==> src/rtl/cc_collision_scanner_pkg.sv <==
// rtl/cc_collision_scanner_pkg.sv - shared scan FSM state type and row-index width helper
package cc_collision_scanner_pkg;

  typedef enum logic [1:0] {
    ST_IDLE    = 2'd0,
    ST_SELECT  = 2'd1,
    ST_COMPARE = 2'd2,
    ST_DONE    = 2'd3
  } scan_state_e;

  // Never narrower than one bit so a 2-row scanner still has a usable index.
  function automatic int unsigned row_idx_width(input int unsigned rows);
    return (rows <= 2) ? 1 : $clog2(rows);
  endfunction

endpackage

==> src/rtl/cc_collision_scanner_rowcmp.sv <==
// rtl/cc_collision_scanner_rowcmp.sv - one-row overlap test between road data and player mask
module cc_collision_scanner_rowcmp #(
  parameter int DW = 8
) (
  input  logic [DW-1:0] row_data,
  input  logic [DW-1:0] play_mask,
  output logic          hit
);

  assign hit = |(row_data & play_mask);

endmodule

==> src/rtl/cc_collision_scanner.sv <==
// rtl/cc_collision_scanner.sv - scans road rows against the latched player row and reports the first hit
// Optional: CC_COLLISION_SCANNER_EARLYEXIT_EN ends the pass at the first hit row.
module cc_collision_scanner
  import cc_collision_scanner_pkg::*;
#(
  parameter int COLLISION_SCANNER_DATAWIDTH = 8,
  parameter int COLLISION_SCANNER_ROWS      = 8
) (
  input  logic                                                 CC_COLLISION_SCANNER_CLOCK_50,
  input  logic                                                 CC_COLLISION_SCANNER_RESET_InHigh,
  input  logic                                                 CC_COLLISION_SCANNER_start_InHigh,
  input  logic [COLLISION_SCANNER_DATAWIDTH-1:0]               CC_COLLISION_SCANNER_play_InBUS,
  input  logic [COLLISION_SCANNER_DATAWIDTH-1:0]               CC_COLLISION_SCANNER_rowdata_InBUS,
  output logic [row_idx_width(COLLISION_SCANNER_ROWS)-1:0]     CC_COLLISION_SCANNER_rowsel_OutBUS,
  output logic                                                 CC_COLLISION_SCANNER_busy_OutHigh,
  output logic                                                 CC_COLLISION_SCANNER_done_OutHigh,
  output logic                                                 CC_COLLISION_SCANNER_crash_OutHigh,
  output logic [row_idx_width(COLLISION_SCANNER_ROWS)-1:0]     CC_COLLISION_SCANNER_hitrow_OutBUS
);

  localparam int DW = COLLISION_SCANNER_DATAWIDTH;
  localparam int RW = row_idx_width(COLLISION_SCANNER_ROWS);
  localparam logic [RW-1:0] LAST_ROW = RW'(COLLISION_SCANNER_ROWS - 1);

`ifdef CC_COLLISION_SCANNER_EARLYEXIT_EN
  localparam bit EARLY_EXIT = 1'b1;
`else
  localparam bit EARLY_EXIT = 1'b0;
`endif

  scan_state_e   state_q, state_d;
  logic [RW-1:0] row_idx_q, row_idx_d;
  logic [DW-1:0] play_q, play_d;
  logic          crash_q, crash_d;
  logic [RW-1:0] hitrow_q, hitrow_d;
  logic          hit;

  cc_collision_scanner_rowcmp #(
    .DW (DW)
  ) u_rowcmp (
    .row_data  (CC_COLLISION_SCANNER_rowdata_InBUS),
    .play_mask (play_q),
    .hit       (hit)
  );

  always_comb begin
    state_d   = state_q;
    row_idx_d = row_idx_q;
    play_d    = play_q;
    crash_d   = crash_q;
    hitrow_d  = hitrow_q;
    case (state_q)
      ST_IDLE: begin
        if (CC_COLLISION_SCANNER_start_InHigh) begin
          play_d    = CC_COLLISION_SCANNER_play_InBUS;
          row_idx_d = '0;
          crash_d   = 1'b0;
          hitrow_d  = '0;
          state_d   = ST_SELECT;
        end
      end
      ST_SELECT: begin
        state_d = ST_COMPARE;
      end
      ST_COMPARE: begin
        // Only the first hit of a pass records its row.
        if (hit && !crash_q) begin
          crash_d  = 1'b1;
          hitrow_d = row_idx_q;
        end
        if ((row_idx_q == LAST_ROW) || (EARLY_EXIT && hit)) begin
          state_d = ST_DONE;
        end else begin
          row_idx_d = row_idx_q + RW'(1);
          state_d   = ST_SELECT;
        end
      end
      ST_DONE: begin
        state_d = ST_IDLE;
      end
      default: begin
        state_d = ST_IDLE;
      end
    endcase
  end

  always_ff @(posedge CC_COLLISION_SCANNER_CLOCK_50) begin
    if (CC_COLLISION_SCANNER_RESET_InHigh) begin
      state_q   <= ST_IDLE;
      row_idx_q <= '0;
      play_q    <= '0;
      crash_q   <= 1'b0;
      hitrow_q  <= '0;
    end else begin
      state_q   <= state_d;
      row_idx_q <= row_idx_d;
      play_q    <= play_d;
      crash_q   <= crash_d;
      hitrow_q  <= hitrow_d;
    end
  end

  assign CC_COLLISION_SCANNER_rowsel_OutBUS = row_idx_q;
  assign CC_COLLISION_SCANNER_busy_OutHigh  = (state_q == ST_SELECT) || (state_q == ST_COMPARE);
  assign CC_COLLISION_SCANNER_done_OutHigh  = (state_q == ST_DONE);
  assign CC_COLLISION_SCANNER_crash_OutHigh = crash_q;
  assign CC_COLLISION_SCANNER_hitrow_OutBUS = hitrow_q;

endmodule

==> config.mk <==
export PLATFORM = sky130hd
export DESIGN_NAME = cc_collision_scanner
export DESIGN_NICKNAME = d
export VERILOG_FILES = /design/src/rtl/cc_collision_scanner_pkg.sv /design/src/rtl/cc_collision_scanner_rowcmp.sv /design/src/rtl/cc_collision_scanner.sv
export SDC_FILE = /design/constraint.sdc
export NUM_CORES = 1
export LEC_CHECK = 0
export ABC_AREA = 1
export BUFFER_PORTS_ARGS = -buffer_cell sky130_fd_sc_hd__buf_2
export CORE_UTILIZATION = 44
export CTS_CLUSTER_SIZE = 28
export DETAILED_ROUTE_END_ITERATION = 6
export PLACE_DENSITY_LB_ADDON = 0.05
export SLEW_MARGIN = 10
export SYNTH_ARGS = -nofsm -noshare
export SYNTH_HDL_FRONTEND = slang
export SYNTH_HIERARCHICAL = 1
export SYNTH_SLANG_ARGS = --single-unit
==> constraint.sdc <==
create_clock -name CC_COLLISION_SCANNER_CLOCK_50 -period 1.3 [get_ports CC_COLLISION_SCANNER_CLOCK_50]
set_clock_uncertainty 0.1 [all_clocks]
set_input_delay 0.195 -clock CC_COLLISION_SCANNER_CLOCK_50 [delete_from_list [all_inputs] [get_ports CC_COLLISION_SCANNER_CLOCK_50]]
set_output_delay 0.195 -clock CC_COLLISION_SCANNER_CLOCK_50 [all_outputs]
set_load 0.02 [all_outputs]
# ---- Word level (Yosys, flattened, before mapping)
# Cells that the tools add are included.
dict set report word_totals {
  word_cells 34
  input_bits 19
  reg_bits 17
  out_inout_bits 9
}
dict set report classes {
  n_reduce_logical 9
  eq_ne 7
  mux 11
  bitwise 1
  add_sub_neg 1
}
# operator count
set op_table {}
lappend op_table {{3-bit one-hot mux with 2 select lines} 2}
lappend op_table {{3-bit 2-to-1 mux} 3}
lappend op_table {{8-bit bitwise AND} 1}
lappend op_table {{2-bit one-hot mux with 4 select lines} 1}
lappend op_table {{8-bit OR reduction} 1}
lappend op_table {{2-bit inequality test, second input constant} 3}
lappend op_table {{3-bit AND reduction} 2}
lappend op_table {{2-bit equality test, second input constant} 2}
lappend op_table {{2-bit 2-to-1 mux} 2}
lappend op_table {{3-bit by 1-bit adder with 3-bit output, second input constant} 1}
lappend op_table {{3-bit equality test, second input constant} 1}
lappend op_table {{2-bit by 1-bit equality test with 1-bit output, second input constant} 1}
lappend op_table {{2-bit zero test} 1}
lappend op_table {{1-bit 2-to-1 mux} 2}
lappend op_table {{1-bit one-hot mux with 2 select lines} 1}
lappend op_table {{2-bit AND reduction} 1}
lappend op_table {{2-bit nonzero test} 1}
lappend op_table {{1-bit logical AND} 1}
lappend op_table {{1-bit zero test} 1}
lappend op_table {{1-bit logical OR} 1}

# ---- Depth between registers and ports, before layout
# Gate-level depths: netlist of the first run.
dict set report logic_depth {
  depth_word 5
  depth_mapped 9
  mapped_depth_nobuf 9
}

# ---- Cells and area by module
# The synthesis of the first run kept the hierarchy.
# mod seq_area_each_um2 instances cells_each area_each_um2
set modules_own_cells {}
lappend modules_own_cells {cc_collision_scanner 340.3 1 111 823.3}
lappend modules_own_cells {cc_collision_scanner_rowcmp 0.0 1 15 56.3}

# ---- Worst setup path after synthesis of the first run
# Ideal clock, no wire load.
dict set report synth_path {
  kind {register to register}
  from {reg state_q[0]}
  to {reg hitrow_q[0], in the netlist CC_COLLISION_SCANNER_hitrow_OutBUS[0]}
  path_stages_with_launch 9
  path_slack_ps -77
  arrival_time_ps 1162
  setup_ps 115
  n_path_buf 2
  t_required_ps 1085
  cell_sequence {dfxtp_1 inv_1 ha_1 buf_6 nand2_2 nand2_2 buf_6 a21oi_1 nor2_1}
}
dict set report synth_via {
  elab_chain_cells 3
  elab_cells_between_ends 7
  cone_classes {3 x eq/ne; 1 x mux; 3 x reduce/logical}
}
# item line
set synth_lines {}
lappend synth_lines {{start: declaration} cc_collision_scanner.sv:31} ;# scan_state_e state_q, state_d;
lappend synth_lines {{start signal: assignment} cc_collision_scanner.sv:95} ;# state_q <= state_d;
lappend synth_lines {{2-bit equality test / 2-bit zero test (equally long branches)} cc_collision_scanner.sv:52} ;# case (state_q)
lappend synth_lines {{2-bit inequality test (no line) / 2-bit nonzero test (equally long branches)} --}
lappend synth_lines {{3-bit AND reduction (no line)} --}
lappend synth_lines {{end signal: assignment} cc_collision_scanner.sv:99} ;# hitrow_q <= hitrow_d;
lappend synth_lines {{end: declaration} cc_collision_scanner.sv:35} ;# logic [RW-1:0] hitrow_q, hitrow_d;
# Parallel ways exist; a longest one is shown, timed or not.
# A chain may end at the register's enable or synchronous reset.

# ---- Worst setup path in the final report of the first run
dict set report layout_path {
  from {reg state_q[0]}
  to {out CC_COLLISION_SCANNER_busy_OutHigh}
}
dict set report layout_via {
  elab_chain_cells 2
  elab_cells_between_ends 3
  cone_classes {2 x eq/ne; 1 x reduce/logical}
}
# item line
set layout_lines {}
lappend layout_lines {{2-bit by 1-bit equality test with 1-bit output / 2-bit equality test (equally long branches)} cc_collision_scanner.sv:104} ;# assign CC_COLLISION_SCANNER_busy_OutHigh = (state_q == ST_SELECT) || (state_q == ST_COMPARE);
lappend layout_lines {{1-bit logical OR *} cc_collision_scanner.sv:104}
lappend layout_lines {{end: declaration} cc_collision_scanner.sv:15} ;# output logic CC_COLLISION_SCANNER_busy_OutHigh,
# Every way passes the cells marked *; elsewhere a longest branch is shown, timed or not.

==> metrics, run 1 <==
status finished with violations; failing checks setup timing; post-DP HPWL 1400 um; setup TNS -0.157 ns; Fin. Hold Viols 0; RSZ-0062 raised after global routing yes; multi-input logic area 589 um^2; DR iter-0 viols 11; Hold/Removal Path Class input pin to register; largest net degree at the start of global routing 17; per-cell routed wire length 11.4 um; core box area 0.00180 mm^2; antenna violations before repair 0; Worst EP arrival 1.08 ns; register bit total from synthesis 17; Placement Setup Slack -0.0623 ns; die height 46.7 um; Rel. slew slack 0.861; CP max stage delay 0.37 ns; clk root buf clkbuf_4; Post-Syn Instances 126; first-pass GRT wire length 3170 um; worst r2r src state_q[0]; total CTS buffers 3; Worst-path clk slew 0.12 ns; max-slew violation count 0; fillers 175; worst hold start CC_COLLISION_SCANNER_play_InBUS[1]; CP bufs+invs 2; final WL 2190 um; detailed-route via count 922; fin crit period 1.38 ns; Leakage 0.652 nW; total track usage 0.208; Clock Sinks 17; Max Freq 0.726 GHz; final cycle utilization of the critical path 1.06; Tot Pwr 1.68 mW; Mean Syn Cell Area 6.98 um^2; fin cells 192; hold endpoint play_q[1]; synthesized net count 152; reg-to-reg setup timing slack -0.01 ns; CTS H-tree depth 1; Critical Path RT 1.00 ns; crit-path max FO 4; cell count after placement 184; top cell type by total area after synthesis dfxtp_1; io pins 28; vias per cell 4.80; sequential area share after synthesis 0.387; slowest library cell on the worst path dfxtp_2; unique cell type count in the Yosys netlist 11; Worst Setup Start Kind register; main area contributors after synthesis dfxtp_1 (39%), nand2_1 (15%), nor2_1 (12%); layout cell share with drive strength beyond 1 0.419; vias in the first global route 805; max_cap viols 0; Critical Path Stages 3; worst-margin pin slew 0.206 ns; worst reg2reg endpoint play_q[3]; Die Area 0.00218 mm^2; FP Rows 15; crit path kind register to output pin; area share of the largest cell type after synthesis 0.387; overflow left after global routing 0; clock buffer depth 2; latest clock arrival within the worst-skew pair 0.30 ns; min setup slack post-route -0.0775 ns; flip-flop and latch area 345 um^2; # DRC 0; critical path's top delay family flip-flops; Critical Path Sink Type output pin; port bufs 27; worst r2r path cells 6; synthesized cell area 880 um^2; Die Width 46.7 um; Final ANT Viol Nets 0; Peak VDD IR 0.000736 V; diode count 0; GP Congestion 0.813; final setup vio count 3; Hold Path Depth 3; CTS tree built; Yosys Warn Count 6; CP cell instances inv_4 -> ha_4 -> buf_6; starting density of the core 0.488; PwrDens 1290 mW/mm^2; drt first pass iters 4; Nets 194; Area growth syn-to-layout 47.8%
[worst max-delay path by stage]
stage	end	from	slack, ns
global route	CC_COLLISION_SCANNER_busy_OutHigh	state_q[0]	-0.13
floorplan	CC_COLLISION_SCANNER_rowsel_OutBUS[1]	state_q[0]	0.009
detailed placement	CC_COLLISION_SCANNER_hitrow_OutBUS[0]	state_q[1]	-0.06
global placement	CC_COLLISION_SCANNER_hitrow_OutBUS[1]	state_q[1]	-0.009
CTS	CC_COLLISION_SCANNER_busy_OutHigh	state_q[0]	-0.08
finish	CC_COLLISION_SCANNER_busy_OutHigh	state_q[0]	-0.08
[cells by family after synthesis]
family	after synthesis	synth area share
AOI/OAI and AO/OA	18	0.102
and+or+nand+nor	71	0.321
buffers and inverters	13	0.0896
adders and majority gates	7	0.0996
DFF	17	0.387
[cells in the mapped netlist, drive strengths merged]
| library cell | count |
|---|---|
| nand3 | 7 |
| ha | 7 |
| nand2 | 37 |
| dfxtp | 17 |
| o21ai | 10 |
| a21oi | 8 |
| inv | 9 |
| nor2 | 27 |
| buf | 4 |
[through the flow]
step,instance area (um^2),utilization,hold WS (ns)
after floorplan,901,-,0.157
after global routing,1300,0.722,0.0437
after global placement,1100,0.609,0.263
after detailed placement,1100,0.609,0.269
final,1300,0.722,0.0313
after CTS,1190,0.662,0.0375
[per-layer routing]
| layer | vias up | GRT usage | routed length (um) |
|---|---|---|---|
| li1 | 480 | - | - |
| met1 | 419 | 0.249 | 981 |
| met2 | 21 | 0.364 | 1120 |
| met3 | 2 | 0.0353 | 72 |
| met4 | 0 | 0.0857 | 22 |
| met5 | - | 0 | 0 |
[worst register-to-register path, cell delays in order (launching register included)]
cell	delay (ns)
dfxtp_2	0.35
inv_4	0.08
ha_4	0.18
nand2_8	0.08
buf_8	0.14
o21ai_0	0.20
nor2_1	0.06
[power breakdown]
part           switching (mW)  internal, mW  leakage (nW)  total (mW)
Sequential             0.0508         0.605         0.142       0.656
Clock                   0.187         0.115        0.0177       0.302
Combinational           0.403         0.322         0.492       0.726
[flip-flops by register name (all words and copies together) (netlist names)]
register and cells:
CC_COLLISION_SCANNER_rowsel_OutBUS 3, play_q 8, CC_COLLISION_SCANNER_hitrow_OutBUS 3, CC_COLLISION_SCANNER_crash_OutHigh 1, state_q 2
[final cells by class]
type,instances,area share
Clock buffer,3,0.0173
Clock inverter,1,0.00385
Sequential cell,17,0.266
Tap cell,25,0.0241
Timing Repair Buffer,40,0.206
Multi-Input combinational cell,97,0.453
Inverter,9,0.0298
[cell usage in the layout (no fill, tap or decap)]
cell type,netlist,final
nand2_1,34,31
dlygate4sd3_1,0,1
inv_2,2,2
ha_1,7,1
buf_6,4,2
ha_2,0,3
nand3_1,7,6
dfxtp_2,0,4
nor2_1,27,26
clkinv_2,0,1
nand3_2,0,1
ha_4,0,3
o21ai_2,0,1
nand2_4,0,4
nand2_2,3,1
dfxtp_1,17,13
clkbuf_4,0,3
buf_2,0,25
nand2_8,0,2
nor2_2,0,1
o21ai_0,10,6
o21ai_1,0,3
a21oi_2,0,3
buf_4,0,10
a21oi_1,8,5
buf_8,0,1
buf_12,0,1
inv_4,0,2
inv_1,7,5
[repair_timing]
item | 4_1_cts | 5_1_grt
gates resized for setup | 12 | 21
gates cloned | 0 | 1
hold buffers | 1 | 0
endpoints found under the setup margin | 17 | 18
endpoints found under the hold margin | 1 | 0
pin swaps | 1 | 4
buffers inserted | 1 | 1
Power figures use the tool's default switching activity.
==> run 2: changes to the inputs <==
--- a/config.mk
+++ b/config.mk
@@ -7,6 +7,7 @@
 export LEC_CHECK = 0
 export ABC_AREA = 1
 export BUFFER_PORTS_ARGS = -buffer_cell sky130_fd_sc_hd__buf_2
+export CORE_ASPECT_RATIO = 1.1
 export CORE_UTILIZATION = 44
 export CTS_CLUSTER_SIZE = 28
 export DETAILED_ROUTE_END_ITERATION = 6
==> constraint.sdc (replaced) <==
create_clock -name CC_COLLISION_SCANNER_CLOCK_50 -period 1.3 [get_ports CC_COLLISION_SCANNER_CLOCK_50]
set_clock_uncertainty 0.1 [all_clocks]
set_input_delay 0.26 -clock CC_COLLISION_SCANNER_CLOCK_50 [delete_from_list [all_inputs] [get_ports CC_COLLISION_SCANNER_CLOCK_50]]
set_output_delay 0.26 -clock CC_COLLISION_SCANNER_CLOCK_50 [all_outputs]
set_load 0.02 [all_outputs]
==> metrics, run 2 (synthesis results as in run 1) <==
commonest non-fill, non-tap cell in the layout nand2_1; min setup slack post-route -0.145 ns (-0.0678 ns); hold bufs inserted after CTS 0 (-1); Peak VDD IR 0.00105 V (+42%); layout cell share with drive strength beyond 1 0.429 (+0.00941); CTS H-tree depth 1 (unchanged); total track usage 0.184 (-0.0236); Max Freq 0.692 GHz (-4.7%); Worst Setup Start Kind register; vias in the first global route 734 (-8.8%); port bufs 27 (unchanged); total CTS buffers 3 (unchanged); per-cell routed wire length 10.6 um (-7.2%); final cycle utilization of the critical path 1.11 (+0.0522); DR iter-0 viols 15 (+4); Nets 195 (+0.52%); PwrDens 1290 mW/mm^2 (-0.61%); final WL 2070 um (-5.8%); die height 48.9 um (+4.7%); crit-path max FO 4 (unchanged); Area growth syn-to-layout 48.8%; crit path kind register to output pin; detailed-route via count 892 (-3.3%); max-slew violation count 0 (unchanged); Hold/Removal Path Class input pin to register; FP Rows 16 (+1); Final ANT Viol Nets 0 (unchanged); failing checks setup timing; clk root buf clkbuf_4; Worst-path clk slew 0.10 ns (-0.02 ns); Critical Path Sink Type output pin; CTS tree built; drt first pass iters 4 (unchanged); setup TNS -0.518 ns (-0.361 ns); fin crit period 1.45 ns (+0.0678 ns); worst-margin pin slew 0.190 ns (-0.0164 ns); GP Congestion 0.722 (-11%); final hold slack 0.0226 ns (-0.00863 ns); placed cell area 0.00111 mm^2 (+1.4%); vias per cell 4.57 (-4.7%); highest-count cells in the layout ignoring fill and taps nand2_1 (31), nor2_1 (27), buf_2 (23), dfxtp_1 (12), buf_4 (10); final setup vio count 7 (+4); overflow left after global routing 0 (unchanged); Largest Register play_q; antenna violations before repair 0 (unchanged); diode count 0 (unchanged); fillers 143 (-18%); first-pass GRT wire length 2970 um (-6.5%); Fin. Hold Viols 0 (unchanged); final instance area 0.00131 mm^2 (+0.67%); latest clock arrival within the worst-skew pair 0.29 ns (about the same); Critical Path RT 0.94 ns (-0.06 ns); Die Area 0.00218 mm^2 (about the same); Die Width 44.6 um (-4.5%); Rel. slew slack 0.873 (+0.0121); starting density of the core 0.483 (-0.00536); largest net degree at the start of global routing 17 (unchanged); status finished with violations; clock buffer depth 2 (unchanged); Leakage 0.664 nW (+1.9%); core box area 0.00182 mm^2 (+1.1%); max_cap viols 0 (unchanged); max reg flops 8 (unchanged); post-DP HPWL 1370 um (-1.9%); io pins 28 (unchanged); RSZ-0062 raised after global routing yes; Worst EP arrival 1.09 ns (about the same); Clock Sinks 17 (unchanged); # DRC 0 (unchanged)
[run 2: final cells by class]
class	instances	area [um^2]	share of cell area
Timing Repair Buffer	41	289	0.221
Inverter	9	43.8	0.0335
Tap cell	27	33.8	0.0258
Sequential cell	17	349	0.267
Multi-Input combinational cell	97	567	0.433
Clock buffer	4	26.3	0.0201
[run 2: worst paths after layout]
check / slack [ns] / depth (start not counted) / from / end
max: -0.15 / 3 / state_q[1] / CC_COLLISION_SCANNER_done_OutHigh
min: 0.02 / 2 / CC_COLLISION_SCANNER_RESET_InHigh / state_q[1]
max reg2reg: -0.07 / 8 / state_q[0] / state_q[1]
min reg2reg: 0.38 / 2 / CC_COLLISION_SCANNER_crash_OutHigh / CC_COLLISION_SCANNER_crash_OutHigh
[run 2: routing by layer]
metal	up-vias	routed length, um	global-route usage
li1	482	-	-
met1	381	859	0.202
met5	-	0	0
met4	0	14	0.0606
met3	3	105	0.0370
met2	26	1090	0.338
[run 2: timing repair]
item,4_1_cts,5_1_grt
pin swaps,1,11
cloned,0,1
buffers inserted,1,3
setup endpoints to repair,11,18
gates resized for setup,9,27
[run 2: worst max-delay path, stage by stage (launching register included)]
cell and delay, ns:
dfxtp_4 0.37, buf_4 0.14, ha_2 0.16, buf_6 0.12
[run 2: per-stage QoR]
step / cells / power (mW) / util / worst slack (ns)
after floorplan: 126 / 1.05 / - / 0.00872
after global placement: 186 / 1.22 / 0.611 / -0.0219
after detailed placement: 186 / 1.23 / 0.611 / -0.0584
after CTS: 191 / 1.56 / 0.648 / -0.140
after global routing: 195 / 1.80 / 0.718 / -0.175
final: 195 / 1.68 / 0.718 / -0.145
[run 2: power by group]
group / switching, mW / total (mW) / internal, mW / leakage [nW]
combinational: 0.388 / 0.742 / 0.354 / 0.507
sequential: 0.0562 / 0.663 / 0.607 / 0.142
clock: 0.161 / 0.280 / 0.119 / 0.0150
total: 0.605 / 1.68 / 1.08 / 0.664
==> run 3: changes to the inputs <==
--- a/config.mk
+++ b/config.mk
@@ -7,8 +7,10 @@
 export LEC_CHECK = 0
 export ABC_AREA = 1
 export BUFFER_PORTS_ARGS = -buffer_cell sky130_fd_sc_hd__buf_2
+export CELL_PAD_IN_SITES_DETAIL_PLACEMENT = 1
+export CELL_PAD_IN_SITES_GLOBAL_PLACEMENT = 1
 export CORE_ASPECT_RATIO = 1.1
-export CORE_UTILIZATION = 44
+export CORE_UTILIZATION = 30
 export CTS_CLUSTER_SIZE = 28
 export DETAILED_ROUTE_END_ITERATION = 6
 export PLACE_DENSITY_LB_ADDON = 0.05
==> metrics, run 3 (synthesis results as in run 1) <==
Area growth syn-to-layout 51.5%; core box area 0.00278 mm^2 (+52%); port bufs 27 (unchanged); DR iter-0 viols 9 (-6); Hold/Removal Path Class input pin to register; Placement Setup Slack -0.0930 ns (-0.0347 ns); GP Congestion 0.814 (+13%); # DRC 0 (unchanged); total CTS buffers 3 (unchanged); latest clock arrival within the worst-skew pair 0.29 ns (about the same); clk root buf clkbuf_4; crit-path max FO 3 (-1); Final ANT Viol Nets 0 (unchanged); worst r2r path cells 8 (unchanged); Fin. Hold Viols 0 (unchanged); max_cap viols 0 (unchanged); max-slew violation count 0 (unchanged); Die Width 53.6 um (+20%); highest-count cells in the layout ignoring fill and taps nand2_1 (28), nor2_1 (25), buf_2 (23), dfxtp_1 (12), buf_4 (10); FP Rows 20 (+4); diode count 0 (unchanged); first-pass GRT wire length 3590 um (+21%); total track usage 0.155 (-0.0286); final cycle utilization of the critical path 1.10 (-0.0150); min setup slack post-route -0.126 ns (+0.0195 ns); crit path kind register to output pin; CTS H-tree depth 1 (unchanged); status finished with violations; starting density of the core 0.317 (-0.166); failing checks setup timing; RSZ-0062 raised after global routing yes; Worst-path clk slew 0.10 ns (about the same); Leakage 0.676 nW (+1.7%); final setup vio count 10 (+3); Largest Register play_q; detailed-route via count 922 (+3.4%); clock buffer depth 2 (unchanged); drt first pass iters 2 (-2); PwrDens 1270 mW/mm^2 (-1.5%); setup TNS -0.714 ns (-0.196 ns); placed cell area 0.00111 mm^2 (-0.45%); Clock Sinks 17 (unchanged); largest net degree at the start of global routing 12 (-5); fin crit period 1.43 ns (-0.0195 ns); overflow left after global routing 0 (unchanged); Worst EP arrival 1.07 ns (-0.02 ns); final instance area 0.00133 mm^2 (+1.8%); antenna violations before repair 0 (unchanged); commonest non-fill, non-tap cell in the layout nand2_1; Nets 194 (-0.51%); layout cell share with drive strength beyond 1 0.497 (+0.0684); Max Freq 0.701 GHz (+1.4%); max reg flops 8 (unchanged); Critical Path RT 0.94 ns (about the same); Peak VDD IR 0.000610 V (-42%); final WL 2490 um (+20%); vias per cell 4.61 (+0.78%); Tot Pwr 1.69 mW (+0.27%); die height 58.8 um (+20%); vias in the first global route 930 (+27%); post-DP HPWL 1750 um (+28%); Hold Path Depth 2 (unchanged); Rel. slew slack 0.894 (+0.0212); per-cell routed wire length 12.5 um (+17%); Critical Path Sink Type output pin; final hold slack 0.0306 ns (+0.00794 ns); Die Area 0.00315 mm^2 (+44%); CTS tree built; Worst Setup Start Kind register; worst-margin pin slew 0.159 ns (-0.0314 ns); io pins 28 (unchanged)
-- run 3: changes by cell type in the layout (fill, tap and decap cells not counted), moves of 3 or more --
| cell | previous run | this run |
|---|---|---|
| a21oi_2 | 4 | 7 |
| nand2_1 | 31 | 28 |
| nand3_1 | 5 | 2 |
| a21oi_1 | 4 | 1 |
| inv_4 | 4 | 1 |
| o21ai_0 | 9 | 6 |
| o21ai_1 | 1 | 4 |
| nand3_2 | 2 | 5 |
-- run 3: stage by stage --
stage           util  instances
2_1_floorplan      -        126
3_3_place_gp   0.399        192
3_5_place_dp   0.399        192
4_1_cts        0.425        197
5_1_grt        0.480        200
6_report       0.480        200
-- run 3: worst paths after layout --
path | startpoint | endpoint | slack (ns)
worst max register to register | state_q[1] | CC_COLLISION_SCANNER_hitrow_OutBUS[2] | -0.08
worst min-delay path | CC_COLLISION_SCANNER_RESET_InHigh | state_q[1] | 0.03
worst min register to register | play_q[6] | play_q[6] | 0.40
worst max-delay path | state_q[0] | CC_COLLISION_SCANNER_done_OutHigh | -0.13
-- run 3: timing repair --
item,CTS,global route
buffers inserted,1,2
pin swaps,1,14
hold buffers,0,0
gates resized for setup,10,40
setup endpoints to repair,17,19
gates cloned,0,1
-- run 3: where the power goes --
part           switching (mW)  total, mW  internal, mW
combinational           0.415      0.744         0.329
clock                   0.172      0.286         0.114
sequential             0.0528      0.659         0.606
-- run 3: final cells by class --
class,count,area (um^2)
Sequential cell,17,349
Fill cell,366,1450
Clock inverter,1,5.00
Inverter,9,41.3
Multi-Input combinational cell,97,601
Tap cell,33,41.3
Timing Repair Buffer,40,273
Clock buffer,3,22.5
-- run 3: worst max-delay path, cell delays in order (launching register included) --
cell     delay (ns)
dfxtp_2        0.35
buf_4          0.14
ha_2           0.17
buf_6          0.12
-- run 3: routing by layer --
metal / GRT usage / share of wire / up-vias
li1: - / - / 478
met1: 0.143 / 0.41 / 428
met2: 0.323 / 0.55 / 14
met3: 0.0233 / 0.027 / 2
met4: 0.0564 / 0.0084 / 0
met5: 0 / 0 / -
